==> src/rtl/lms_sequencer.sv <==
// lms_sequencer: flush/train/track sequencing and convergence detection for an external LMS filter
module lms_sequencer #(
  parameter int DATA_WIDTH   = 12,
  parameter int FILTER_ORDER = 5,
  parameter int TRAIN_LEN    = 256,
  parameter int ERR_THRESH   = 64,
  parameter int CONV_RUN     = 16
) (
  input  logic                  clk_in,
  input  logic                  reset_in,
  input  logic                  start_in,
  input  logic                  stop_in,
  input  logic                  sample_valid_in,
  input  logic [DATA_WIDTH-1:0] x_in,
  input  logic [DATA_WIDTH-1:0] ref_in,
  output logic                  sample_ready_out,
  input  logic                  err_valid_in,
  input  logic [DATA_WIDTH-1:0] err_in,
  output logic [DATA_WIDTH-1:0] lms_x_out,
  output logic [DATA_WIDTH-1:0] lms_ref_out,
  output logic                  lms_en_out,
  output logic                  adapt_en_out,
  output logic                  lms_resetn_out,
  output logic                  converged_out,
  output logic                  busy_out,
  output logic [1:0]            state_out
);
  typedef enum logic [1:0] {IDLE = 2'd0, FLUSH = 2'd1, TRAIN = 2'd2, TRACK = 2'd3} state_t;
  localparam int CW = $clog2(TRAIN_LEN + FILTER_ORDER + 1);
  localparam int RW = $clog2(CONV_RUN + 1);
  localparam logic [DATA_WIDTH-1:0] MIN_NEG = {1'b1, {(DATA_WIDTH-1){1'b0}}};
  localparam logic [DATA_WIDTH-1:0] MAX_POS = {1'b0, {(DATA_WIDTH-1){1'b1}}};
  localparam logic [RW-1:0] RUN_MAX = RW'(CONV_RUN);
  state_t state_q, state_d;
  logic [CW-1:0] cnt_q, cnt_d;
  logic [RW-1:0] run_q, run_d;
  logic conv_q, conv_d, en_q, en_d, adapt_q, adapt_d;
  logic [DATA_WIDTH-1:0] x_q, x_d, ref_q, ref_d, mag;
  logic xfer, flush_stb, in_th;
  // TRAIN and TRACK share state bit 1; stop blocks acceptance in the cycle it is seen
  assign sample_ready_out = state_q[1] && !stop_in;
  assign xfer = sample_valid_in && sample_ready_out;
  assign flush_stb = (state_q == FLUSH) && !stop_in;
  // most-negative error has no positive twin, so it saturates to the largest magnitude
  assign mag = (err_in == MIN_NEG) ? MAX_POS : err_in[DATA_WIDTH-1] ? -err_in : err_in;
  assign in_th = 32'(mag) <= 32'(ERR_THRESH);
  assign lms_x_out = x_q;
  assign lms_ref_out = ref_q;
  assign lms_en_out = en_q;
  assign adapt_en_out = adapt_q;
  assign lms_resetn_out = state_q != IDLE;
  assign converged_out = conv_q;
  assign busy_out = state_q != IDLE;
  assign state_out = state_q;
  // next state and the flush/train counter
  always_comb begin
    state_d = state_q;
    cnt_d = cnt_q;
    if (state_q == IDLE) begin
      if (start_in) begin
        state_d = FLUSH;
        cnt_d = '0;
      end
    end else if (stop_in) begin
      state_d = IDLE;
    end else if (state_q == FLUSH) begin
      cnt_d = (cnt_q == CW'(FILTER_ORDER - 1)) ? '0 : cnt_q + 1'b1;
      state_d = (cnt_q == CW'(FILTER_ORDER - 1)) ? TRAIN : FLUSH;
    end else if (state_q == TRAIN && xfer) begin
      cnt_d = (cnt_q == CW'(TRAIN_LEN - 1)) ? '0 : cnt_q + 1'b1;
      state_d = (cnt_q == CW'(TRAIN_LEN - 1)) ? TRACK : TRAIN;
    end
  end
  // convergence run counter and the strobe/data pipeline stage to the filter
  always_comb begin
    run_d = run_q;
    if (state_q == IDLE && start_in)
      run_d = '0;
    else if (err_valid_in && state_q[1])
      run_d = !in_th ? '0 : (run_q == RUN_MAX) ? run_q : run_q + 1'b1;
    conv_d = run_d == RUN_MAX;
    en_d = flush_stb || xfer;
    x_d = flush_stb ? '0 : xfer ? x_in : x_q;
    ref_d = flush_stb ? '0 : xfer ? ref_in : ref_q;
    adapt_d = xfer && (state_q == TRAIN || !conv_d);
  end
  // state and output registers, cleared asynchronously
  always_ff @(posedge clk_in or posedge reset_in) begin
    if (reset_in) begin
      state_q <= IDLE;
      cnt_q <= '0;
      run_q <= '0;
      conv_q <= 1'b0;
      en_q <= 1'b0;
      adapt_q <= 1'b0;
      x_q <= '0;
      ref_q <= '0;
    end else begin
      state_q <= state_d;
      cnt_q <= cnt_d;
      run_q <= run_d;
      conv_q <= conv_d;
      en_q <= en_d;
      adapt_q <= adapt_d;
      x_q <= x_d;
      ref_q <= ref_d;
    end
  end
endmodule

==> config.mk <==
export PLATFORM = sky130hd
export DESIGN_NAME = lms_sequencer
export DESIGN_NICKNAME = d
export VERILOG_FILES = /design/src/rtl/lms_sequencer.sv
export SDC_FILE = /design/constraint.sdc
export NUM_CORES = 1
export LEC_CHECK = 0
export CAP_MARGIN = 20
export CORE_MARGIN = 4
export CORE_UTILIZATION = 45
export DETAILED_ROUTE_END_ITERATION = 8
export GPL_TIMING_DRIVEN = 0
export PLACE_DENSITY = 0.79
export REMOVE_ABC_BUFFERS = 1
export SYNTH_ARGS = -nofsm -noshare
export SYNTH_HDL_FRONTEND = slang
export SYNTH_SLANG_ARGS = --single-unit
export TNS_END_PERCENT = 30
==> constraint.sdc <==
create_clock -name clk_in -period 3 [get_ports clk_in]
set_input_delay 0.6 -clock clk_in [delete_from_list [all_inputs] [get_ports clk_in]]
set_output_delay 0.6 -clock clk_in [all_outputs]
set_load 0.02 [all_outputs]
== Word level (Yosys, flattened, before mapping) ==
Index checks and enable logic that the tools add are counted.
Cells by class
  add/sub/neg operators: 3
  magnitude comparators: 1
  equality and inequality tests: 9
  multiplexer cells: 24
  reduce and logical (&&, ||, !) cells: 18
Operators by type and width (number)
  12-bit two-way mux: 6
  9-bit two-way mux: 7
  5-bit two-way mux: 4
  12-bit equality test, second input constant: 1
  12-bit by 7-bit <= comparator with 1-bit output, second input constant: 1
  2-bit two-way mux: 6
  12-bit negation: 1
  5-bit equality test, second input constant: 2
  9-bit by 1-bit adder with 9-bit output, second input constant: 1
  9-bit by 3-bit equality test with 1-bit output, second input constant: 1
  9-bit by 8-bit equality test with 1-bit output, second input constant: 1
  1-bit logical AND: 7
  5-bit by 1-bit adder with 5-bit output, second input constant: 1
  2-bit nonzero test: 2
  4-bit nonzero test: 1
  3-bit AND reduction: 1
  3-bit nonzero test: 1
  2-bit by 1-bit equality test with 1-bit output, second input constant: 1
  2-bit equality test, second input constant: 1
  1-bit zero test: 2
  2-bit zero test: 1
  1-bit logical OR: 2
  2-bit by 1-bit != test with 1-bit output, second input constant: 1
  2-bit != test, second input constant: 1
  2 further kinds: 2
Word-level totals
  bits in registers: 43
  input bits: 42
  output and inout bits: 32
  logic and storage cells: 63

== Longest topological paths before layout ==
Gate-level depths: netlist (run 1).
  depth after elaboration: 11
  gate-level depth with buffers: 11
  gate-level depth less buffers: 11

== Least setup slack after synthesis (run 1) ==
Ideal clock, no wire load.
  path kind: input port to flip-flop
  from: input port err_in[0]
  to: register adapt_q, in the netlist adapt_en_out
  setup time: 0.124 ns
  arrival: 2.724 ns
  required time: 2.876 ns
  setup slack: 0.152 ns
  cell stages on the path: 8
  buffers on the path: 0
  cell sequence: inv_1 ha_1 or3b_2 or4_1 a21o_1 a221oi_4 a22oi_2 o31a_1
Between the ends
  word-level cells in the longest chain between the ends: 11
  elaborated cells on any way between the ends: 12
  classes of those cells: add/sub (1); order compare (1); eq/ne (2); mux (5); reduce/logical (3)
Ends and longest elaborated chain
  from (decl): line 18  | input logic [DATA_WIDTH-1:0] err_in,
  12-bit negation: line 45  | assign mag = (err_in == MIN_NEG) ? MAX_POS : err_in[DATA_WIDTH-1] ? -err_in : err_in;
  12-bit two-way mux: line 45
  12-bit two-way mux *: line 45
  12-bit by 7-bit <= comparator with 1-bit output *: line 46  | assign in_th = 32'(mag) <= 32'(ERR_THRESH);
  5-bit two-way mux *: line 80  | run_d = !in_th ? '0 : (run_q == RUN_MAX) ? run_q : run_q + 1'b1;
  5-bit two-way mux *: line 79  | else if (err_valid_in && state_q[1])
  5-bit two-way mux *: line 77  | if (state_q == IDLE && start_in)
  5-bit equality test *: line 81  | conv_d = run_d == RUN_MAX;
  1-bit zero test *: line 85  | adapt_d = xfer && (state_q == TRAIN || !conv_d);
  1-bit logical OR *: line 85
  1-bit logical AND *: line 85
  named net adapt_d: line 37  | logic conv_q, conv_d, en_q, en_d, adapt_q, adapt_d;
  to (signal assigned): line 104  | adapt_q <= adapt_d;
  to (decl): line 37
The timed path passes the listed nets; every way through them passes the cells marked *.
A chain may end at the register's enable or synchronous reset.

== Final worst setup path (run 1) ==
  from: input port err_in[7]
  to: register run_q[1]
Between the ends
  word-level cells in the longest chain between the ends: 7
  elaborated cells on any way between the ends: 8
  classes of those cells: add/sub (1); order compare (1); eq/ne (1); mux (5)
Ends and longest elaborated chain
  12-bit negation: line 45
  12-bit two-way mux: line 45
  12-bit two-way mux *: line 45
  12-bit by 7-bit <= comparator with 1-bit output *: line 46
  5-bit two-way mux *: line 80
  5-bit two-way mux *: line 79
  5-bit two-way mux *: line 77
  named net run_d[1]: line 36  | logic [RW-1:0] run_q, run_d;
  to (signal assigned): line 101  | run_q <= run_d;
  to (decl): line 36
Marked as above.

==> metrics.cfg, run 1 <==
[setup_path]
setup.worst_path.start=err_in[7]
required_ps=3230
critPathArrivalTime_ps=3050
worstSetupPathType=input port to flip-flop
endpoint_kind=flip-flop
r2r_start=cnt_q[0]
cp_max_fo=5
cp-start-kind=input port

[layout]
final_nets=355
num_antenna_cells=0
final_common_cell=clkdlybuf4s50_1
final_cell_mix=clkdlybuf4s50_1, dfrtp_1, nand2_1, a21oi_1
drive_gt1_share_pct=6.84
fillers=397
area_delta_synth_final_pct=42.1

[timing]
layout_min_cycle_time_ps=2830
setup_tns_ps=0
setup_viol=0
worstMarginPinSlew_ps=872
drv_slew=0
whs_ps=501
maxSlewHeadroom_pct=41.8
final_hold_viol_count=0
skew_ps=12.1
min_period_over_period_pct=94.2
rsz0062_at_grt=false
max_clock_freq_mhz=354

[drt]
drc=0
vias_per_cell=5.32
routedWlPerCell_um=14.5
finalWirelength_um=5430
dr.pass1.iters=4
ant_nets=0
first_iter_violations=92
vias=1989

[grt]
grt_pass1_wl_um=9220
globalRouteOverflowTotal=0
grt_max_degree=44
antenna_found_initial=0
first_global_vias=1971
grtUsageTotal_pct=19.0

[job]
drv_cap=0

[clocking]
clk_pin_slew_ps=90
hold_buffers=0
insertion_delay_ps=300
cts_tree=built
cts.sinks=43
clock_path_buffers=2
ctsRootBufferMaster=clkbuf_8
cts_buffers=5
htreeDepth=2

[power_and_ir_drop]
ir_worst_vdd_uv=502
p_per_area_nw_per_um2=745
p_leak_nw=1.38
finalPower_mw=2.32

[synth]
ys_top_cells_by_area=dfrtp_1, a22o_1, nand2_1
synth_cells=231
yosysWarnings=0
ys_seq_area_share_pct=49.1
yosys.area.top_type=dfrtp_1
mappedNetlistArea_um2=2190
ys_types=40
syn_avg_cell_area_um2=9.49
ys_ff_latch=43
synth.top_cell.area_share_pct=49.1

[place]
port_buffers=73
dp_hpwl_um=3940
routabilityCongestion=0.806

[die]
ios=74
initial_core_util_pct=46.4
die_width_um=77.8
rows=25
dieArea_um2=6050
die_height_um=77.8
core_um2=4720

[outcome]
status=finished clean

[min_path]
hp-class=flip-flop to flip-flop
hold_start=lms_ref_out[4]

[critical path, cell delays in order]
cell	delay (ps)
clkdlybuf4s50_1	430
or4_4	490
or4_1	510
a21o_1	200
a221oi_4	380
buf_4	190
nand4_1	100
a21oi_1	160
[state kept, by name (all words and copies together), names as in the netlist]
signal / count
state_out: 2
lms_en_out: 1
cnt_q: 9
converged_out: 1
lms_x_out: 12
run_q: 5
lms_ref_out: 12
adapt_en_out: 1
[per-layer routing]
layer | vias to the layer above | share of wire (%) | global-route usage, %
met4 | 0 | 1.3 | 6.05
met2 | 41 | 51 | 30.9
met5 | - | 0 | 0
met1 | 974 | 44 | 24.6
met3 | 4 | 4.1 | 5.10
li1 | 970 | - | -
[Yosys cell counts]
cell type	count
or3b_2	1
nand2b_1	7
nor2b_1	4
nor4_1	1
a211o_2	1
xor2_1	1
o31a_1	1
nand3_1	7
a221oi_4	1
dfrtp_1	43
clkbuf_1	7
and2_1	2
a31oi_1	2
inv_1	16
o21ai_0	17
a21oi_1	18
and3_1	3
mux2i_1	1
nor3b_1	1
a32oi_1	1
nand4_1	4
nor4b_1	2
buf_4	1
a21o_1	2
a22o_1	17
or4_2	1
a211oi_1	1
a21boi_0	1
nor2_1	16
ha_1	7
o2bb2ai_1	1
or4_4	1
xnor2_1	2
buf_1	1
or4_1	2
or2_0	1
nand2_1	25
nor3_1	7
o31ai_1	3
a22oi_2	1
[cells by family (layout without fill, tap and decap cells)]
logic type | Yosys count | in the layout | synth area share (%)
XOR/XNOR | 3 | 3 | 1.20
multiplexers | 1 | 1 | 0.457
buffers and inverters | 25 | 101 | 4.45
flip-flops | 43 | 43 | 49.1
adder cells (fa/ha/maj) | 7 | 7 | 4.00
AO/OA/AOI/OAI | 67 | 67 | 21.2
AND/OR/NAND/NOR | 85 | 85 | 19.6
[power by group]
| group | total, mW | switching (mW) | internal [mW] |
|---|---|---|---|
| Sequential | 0.863 | 0.126 | 0.737 |
| Clock | 0.361 | 0.198 | 0.163 |
| Combinational | 1.10 | 0.583 | 0.514 |
| Total | 2.32 | 0.906 | 1.41 |
[path summary, 6_finish.rpt]
check | end | slack, ps | depth (start not counted)
min | lms_ref_out[4] | 500 | 1
min reg2reg | lms_ref_out[4] | 500 | 1
max reg2reg | cnt_q[6] | 390 | 10
max | run_q[1] | 170 | 8
max in group asynchronous | cnt_q[3] | 1650 | 2
min in group asynchronous | cnt_q[5] | 800 | 2
[metrics by stage]
stage	worst slack (ps)	util [%]	cells	area (µm²)
2_1_floorplan	152	-	222	2150
3_3_place_gp	-447	62.9	362	2970
3_5_place_dp	-461	63.1	363	2980
4_1_cts	0.975	65.3	373	3080
5_1_grt	87.0	65.9	374	3110
6_report	173	65.9	374	3110
[cell type report]
type	count	area [µm²]	share of cell area, %
clock inverters	2	12.5	0.402
clock buffers	6	72.6	2.33
inverters	16	60.1	1.93
repair buffers	77	774	24.9
well taps	67	83.8	2.69
multi-input cells	163	1030	33.2
flip-flops and latches	43	1080	34.6
[what timing repair did]
item / 4_1_cts / 5_1_grt
endpoints found under the setup margin: 4 / 15
setup buffers: 2 / 1
pin swaps: 2 / 5
resized for setup: 1 / 8
No activity file was read; power rests on OpenSTA's default activity.
==> inputs of run 2 (changes only) <==
--- a/config.mk
+++ b/config.mk
@@ -5,11 +5,11 @@
 export SDC_FILE = /design/constraint.sdc
 export NUM_CORES = 1
 export LEC_CHECK = 0
-export CAP_MARGIN = 20
 export CORE_MARGIN = 4
 export CORE_UTILIZATION = 45
 export DETAILED_ROUTE_END_ITERATION = 8
 export GPL_TIMING_DRIVEN = 0
+export HOLD_SLACK_MARGIN = 0.15
 export PLACE_DENSITY = 0.79
 export REMOVE_ABC_BUFFERS = 1
 export SYNTH_ARGS = -nofsm -noshare
==> metrics.cfg, run 2 (synthesis results as in run 1) <==
[outcome]
status=finished clean  ; unchanged

[setup_path]
path_cells=clkdlybuf4s50_1 -> or4_4 -> or4_1 -> a21o_1 -> a221oi_4 -> a22oi_2 -> o31a_1  ; was clkdlybuf4s50_1 -> or4_4 -> or4_1 -> a21o_1 -> a221oi_4 -> buf_4 -> nand4_1 -> a21oi_1
cp-start-kind=input port  ; unchanged
slowest_stage=or4_1  ; unchanged
required_ps=3190  ; was 3230 ps
rr_endpoint=cnt_q[4]  ; was cnt_q[6]
setup.worst_path.start=err_in[7]  ; unchanged
worstSetupPathType=input port to flip-flop  ; unchanged
cp_max_fo=5  ; unchanged
r2r_start=cnt_q[0]  ; unchanged
reg2regPathDepth=10  ; unchanged
slowest_delay_ps=510  ; about the same
r2r_slack_ps=420  ; was 390 ps
endpoint_kind=flip-flop  ; unchanged
critPathArrivalTime_ps=3020  ; was 3050 ps

[timing]
min_period_over_period_pct=94.4  ; was 94.2%
whs_ps=509  ; was 501 ps
skew_ps=10.4  ; was 12.1 ps
worstMarginPinSlew_ps=924  ; was 872 ps
drv_slew=0  ; unchanged
maxSlewHeadroom_pct=38.4  ; was 41.8%
layout_min_cycle_time_ps=2830  ; about the same
rsz0062_at_grt=false  ; unchanged
final_hold_viol_count=0  ; unchanged
setup_tns_ps=0  ; unchanged
max_clock_freq_mhz=353  ; was 354 MHz
setup_viol=0  ; unchanged

[clocking]
clk_pin_slew_ps=90  ; about the same
hold_buffers=0  ; unchanged
clock_path_buffers=2  ; unchanged
cts.sinks=43  ; unchanged
cts_tree=built  ; unchanged
insertion_delay_ps=300  ; about the same
cts_buffers=5  ; unchanged
htreeDepth=2  ; unchanged
ctsRootBufferMaster=clkbuf_8  ; unchanged

[layout]
final_common_cell=clkdlybuf4s50_1  ; unchanged
area_delta_synth_final_pct=41.8  ; was 42.1%
final_cell_mix=clkdlybuf4s50_1, dfrtp_1, nand2_1, a21oi_1  ; unchanged
fin_util_pct=65.8  ; was 65.9%
final_nets=353  ; was 355
num_antenna_cells=0  ; unchanged
fin_area_um2=3110  ; about the same
drive_gt1_share_pct=7.21  ; was 6.84%

[min_path]
hold_start=lms_ref_out[4]  ; unchanged
hold_end=lms_ref_out[4]  ; unchanged
hp-class=flip-flop to flip-flop  ; unchanged
min_path_cells=1  ; unchanged

[power_and_ir_drop]
power.share.clock_pct=16.4  ; was 15.6%
p_int_mw=1.41  ; about the same
ir_worst_vdd_uv=519  ; was 502 µV
power_frac_comb_pct=46.7  ; was 47.3%
p_leak_nw=1.36  ; was 1.38 nW
p_sw_share_pct=39.7  ; was 39.1%
finalPower_mw=2.34  ; was 2.32 mW
p_per_area_nw_per_um2=752  ; was 745 nW/µm²
seqPwrFrac_pct=36.8  ; was 37.2%
switchingPower_mw=0.929  ; was 0.906 mW

[drt]
routedWlPerCell_um=14.6  ; was 14.5 µm
vias=1978  ; was 1989
ant_nets=0  ; unchanged
drc=0  ; unchanged
vias_per_cell=5.32  ; about the same
dr.pass1.iters=5  ; was 4
first_iter_violations=143  ; was 92
finalWirelength_um=5440  ; was 5430 µm

[grt]
first_global_vias=1891  ; was 1971
grt_pass1_wl_um=8980  ; was 9220 µm
globalRouteOverflowTotal=0  ; unchanged
antenna_found_initial=0  ; unchanged
grtUsageTotal_pct=18.4  ; was 19.0%
grt_max_degree=44  ; unchanged

[place]
dp_hpwl_um=3900  ; was 3940 µm
routabilityCongestion=0.806  ; unchanged
placedInstanceArea_um2=2970  ; was 2980 µm²
port_buffers=73  ; unchanged

[job]
drv_cap=0  ; unchanged

[die]
initial_core_util_pct=46.4  ; unchanged
rows=25  ; unchanged
core_um2=4720  ; unchanged
die_height_um=77.8  ; unchanged
die_width_um=77.8  ; unchanged
dieArea_um2=6050  ; unchanged
ios=74  ; unchanged

-- run 2: cell types whose count changed in the layout (fill, tap and decap cells not counted), sizes merged --
cell and change:
clkinvlp +1, clkinv -1, buf -2, clkbuf -1, inv +1
-- run 2: through the flow --
stage / setup WS [ps] / instances
final: 168 / 372
after CTS: 17.9 / 372
after detailed placement: -467 / 362
after floorplan: 152 / 222
after global placement: -447 / 362
after global routing: 101 / 372
-- run 2: critical path: cells and delay by family --
family,cells,cell delay [ps]
buf+inv,1,430
compound gates,4,980
simple gates,2,1010
-- run 2: cell type report --
class / count / area (µm²)
well taps: 67 / 83.8
clock inverters: 3 / 23.8
inverters: 16 / 60.1
multi-input cells: 163 / 1040
fillers: 389 / 1610
repair buffers: 75 / 756
clock buffers: 5 / 68.8
flip-flops and latches: 43 / 1080
-- run 2: worst max-delay path by stage --
| stage | end | slack, ps | cells after the start |
|---|---|---|---|
| 4_1_cts | adapt_en_out | 20 | 7 |
| 3_5_place_dp | adapt_en_out | -470 | 9 |
| 6_report | adapt_en_out | 170 | 7 |
| 5_1_grt | adapt_en_out | 100 | 7 |
| 2_1_floorplan | adapt_en_out | 150 | 8 |
| 3_3_place_gp | adapt_en_out | -450 | 9 |
-- run 2: timing repair --
item | in CTS | in global routing
gates resized for setup | 1 | 10
buffers inserted | 2 | 0
pin swaps | 1 | 6
setup endpoints to repair | 4 | 22
-- run 2: layer usage --
layer  vias up  GRT usage, %  part of all wire [%]
met5         -             0                     0
met3         6          4.18                   4.4
met4         0          6.58                   1.6
li1        963             -                     -
met2        56          30.1                    51
met1       953          23.9                    43
-- run 2: power by group through the flow --
stage / Clock, mW / Sequential, mW / Combinational (mW)
2_1_floorplan: 0 / 1.02 / 0.423
3_3_place_gp: 0 / 0.867 / 1.07
3_5_place_dp: 0 / 0.869 / 1.09
4_1_cts: 0.390 / 0.861 / 1.09
5_1_grt: 0.419 / 0.887 / 1.18
6_report: 0.384 / 0.861 / 1.09
==> inputs of run 3 (changes only) <==
--- a/config.mk
+++ b/config.mk
@@ -6,11 +6,11 @@
 export NUM_CORES = 1
 export LEC_CHECK = 0
 export CORE_MARGIN = 4
-export CORE_UTILIZATION = 45
+export CORE_UTILIZATION = 40
 export DETAILED_ROUTE_END_ITERATION = 8
 export GPL_TIMING_DRIVEN = 0
 export HOLD_SLACK_MARGIN = 0.15
-export PLACE_DENSITY = 0.79
+export PLACE_DENSITY = 0.72
 export REMOVE_ABC_BUFFERS = 1
 export SYNTH_ARGS = -nofsm -noshare
 export SYNTH_HDL_FRONTEND = slang
==> metrics.cfg, run 3 (synthesis results as in run 1) <==
[grt]
grtUsageMet2_pct=27.1  ; was 30.1%
grt_use_met1_pct=22.0  ; was 23.9%
grt_max_degree=36  ; was 44
globalRouteOverflowTotal=0  ; unchanged
antenna_found_initial=0  ; unchanged
use_met3_pct=3.07  ; was 4.18%
first_global_vias=1822  ; was 1891
busiest_layer=met2  ; unchanged
grt_pass1_wl_um=8680  ; was 8980 µm
grtUsageTotal_pct=16.4  ; was 18.4%

[clocking]
cts_buffers=5  ; unchanged
hold_buffers=0  ; unchanged
ctsRootBufferMaster=clkbuf_8  ; unchanged
htreeDepth=2  ; unchanged
clock_path_buffers=2  ; unchanged
clk_pin_slew_ps=80  ; was 90 ps
cts.sinks=43  ; unchanged
insertion_delay_ps=290  ; was 300 ps
cts_tree=built  ; unchanged

[layout]
fin_util_pct=60.7  ; was 65.8%
final_cell_mix=clkdlybuf4s50_1, dfrtp_1, nand2_1  ; was clkdlybuf4s50_1, dfrtp_1, nand2_1, a21oi_1
final_common_cell=clkdlybuf4s50_1  ; unchanged
final_nets=354  ; was 353
area_delta_synth_final_pct=44.2  ; was 41.8%
fin_area_um2=3160  ; was 3110 µm²
multi_input_area_um2=1040  ; about the same
drive_gt1_share_pct=7.19  ; was 7.21%
seq_area_um2=1080  ; unchanged
num_antenna_cells=0  ; unchanged
fillers=432  ; was 389

[setup_path]
endpoint_kind=flip-flop  ; unchanged
rr_endpoint=cnt_q[4]  ; unchanged
reg2regPathDepth=10  ; unchanged
cp-start-kind=input port  ; unchanged
slowest_stage=or4_1  ; unchanged
r2r_slack_ps=430  ; was 420 ps
cp_max_fo=3  ; was 5
path_cells=clkdlybuf4s50_1 -> or4_4 -> or4_1 -> a21o_1 -> a221oi_4 -> buf_4 -> nand4_1 -> a21oi_2  ; was clkdlybuf4s50_1 -> or4_4 -> or4_1 -> a21o_1 -> a221oi_4 -> a22oi_2 -> o31a_1
critPathArrivalTime_ps=3040  ; was 3020 ps
required_ps=3220  ; was 3190 ps
r2r_start=cnt_q[0]  ; unchanged
slowest_delay_ps=510  ; about the same
worstSetupPathType=input port to flip-flop  ; unchanged

[drt]
drc=0  ; unchanged
finalWirelength_um=5440  ; about the same
routedWlPerCell_um=14.5  ; was 14.6 µm
ant_nets=0  ; unchanged
first_iter_violations=104  ; was 143
vias=1930  ; was 1978
dr.pass1.iters=4  ; was 5
vias_per_cell=5.13  ; was 5.32

[place]
placedInstanceArea_um2=2990  ; was 2970 µm²
port_buffers=73  ; unchanged
routabilityCongestion=0.819  ; was 0.806
dp_hpwl_um=4020  ; was 3900 µm

[timing]
drv_slew=0  ; unchanged
setup_viol=0  ; unchanged
final_hold_viol_count=0  ; unchanged
worstMarginPinSlew_ps=979  ; was 924 ps
skew_ps=3.53  ; was 10.4 ps
maxSlewHeadroom_pct=34.7  ; was 38.4%
max_clock_freq_mhz=355  ; was 353 MHz
min_period_over_period_pct=94.0  ; was 94.4%
layout_min_cycle_time_ps=2820  ; was 2830 ps
rsz0062_at_grt=false  ; unchanged

[die]
die_width_um=82.0  ; was 77.8 µm
core_um2=5200  ; was 4720 µm²
initial_core_util_pct=42.1  ; was 46.4%
dieArea_um2=6730  ; was 6050 µm²
ios=74  ; unchanged
rows=26  ; was 25
die_height_um=82.0  ; was 77.8 µm

[job]
drv_cap=0  ; unchanged

[power_and_ir_drop]
p_per_area_nw_per_um2=768  ; was 752 nW/µm²
ir_worst_vdd_uv=547  ; was 519 µV
p_leak_nw=1.39  ; was 1.36 nW

[min_path]
hold_end=lms_ref_out[4]  ; unchanged
min_path_cells=1  ; unchanged
hp-class=flip-flop to flip-flop  ; unchanged
hold_start=lms_ref_out[4]  ; unchanged

[outcome]
status=finished clean  ; unchanged

run 3: cell count changes in the layout (fill, tap and decap cells not counted), sizes merged:
cell,before,now
buf,2,3
clkinv,0,1
inv,17,16
clkinvlp,2,0
bufinv,0,1
clkbuf,5,6
run 3: cell type report:
cell class / instances / area share, %
flip-flops and latches: 43 / 34.0
multi-input cells: 163 / 32.9
repair buffers: 76 / 24.7
well taps: 70 / 2.77
clock buffers: 6 / 2.61
inverters: 16 / 1.90
clock inverters: 2 / 1.11
run 3: layer usage:
layer  part of all wire, %  vias to the layer above
met5                     0                        -
met4                   1.1                        0
met3                   3.2                        6
met2                    52                       35
met1                    43                      922
li1                      -                      967
run 3: how the worst max path moves through the flow:
stage          cells after the start  slack [ps]      endpoint      start
3_3_place_gp                       9        -460  adapt_en_out  err_in[1]
6_report                           8         180      run_q[1]  err_in[7]
2_1_floorplan                      8         150  adapt_en_out  err_in[0]
3_5_place_dp                       9        -490  adapt_en_out  err_in[1]
5_1_grt                            8          50      run_q[1]  err_in[7]
4_1_cts                            9          20  adapt_en_out  err_in[1]
run 3: timing repair:
action                                  CTS  global route
resized for setup                         2             9
pin swaps                                 1             4
endpoints found under the setup margin    4            24
setup buffers                             2             0
cloned                                    0             0
run 3: where the power goes:
| group | switching [mW] | total [mW] | internal [mW] |
|---|---|---|---|
| clock network | 0.195 | 0.465 | 0.269 |
| registers | 0.128 | 0.865 | 0.737 |
| logic | 0.590 | 1.10 | 0.509 |
| total | 0.914 | 2.43 | 1.51 |
run 3: per-stage QoR:
step           setup slack, ps  power (mW)  TNS [ps]  instances  hold slack (ps)
6_report                   181        2.43         0        376              503
5_1_grt                   47.0        2.60         0        376              527
3_5_place_dp              -494        1.97     -6560        366              481
3_3_place_gp              -458        1.95     -6680        365              482
2_1_floorplan              152        1.45         0        222              480
4_1_cts                   24.9        2.45         0        376              508
run 3: worst max-delay path, delay by kind of cell:
family          cells  cell delay [ps]
buf+inv             2              620
simple gates        3             1130
compound gates      3              700
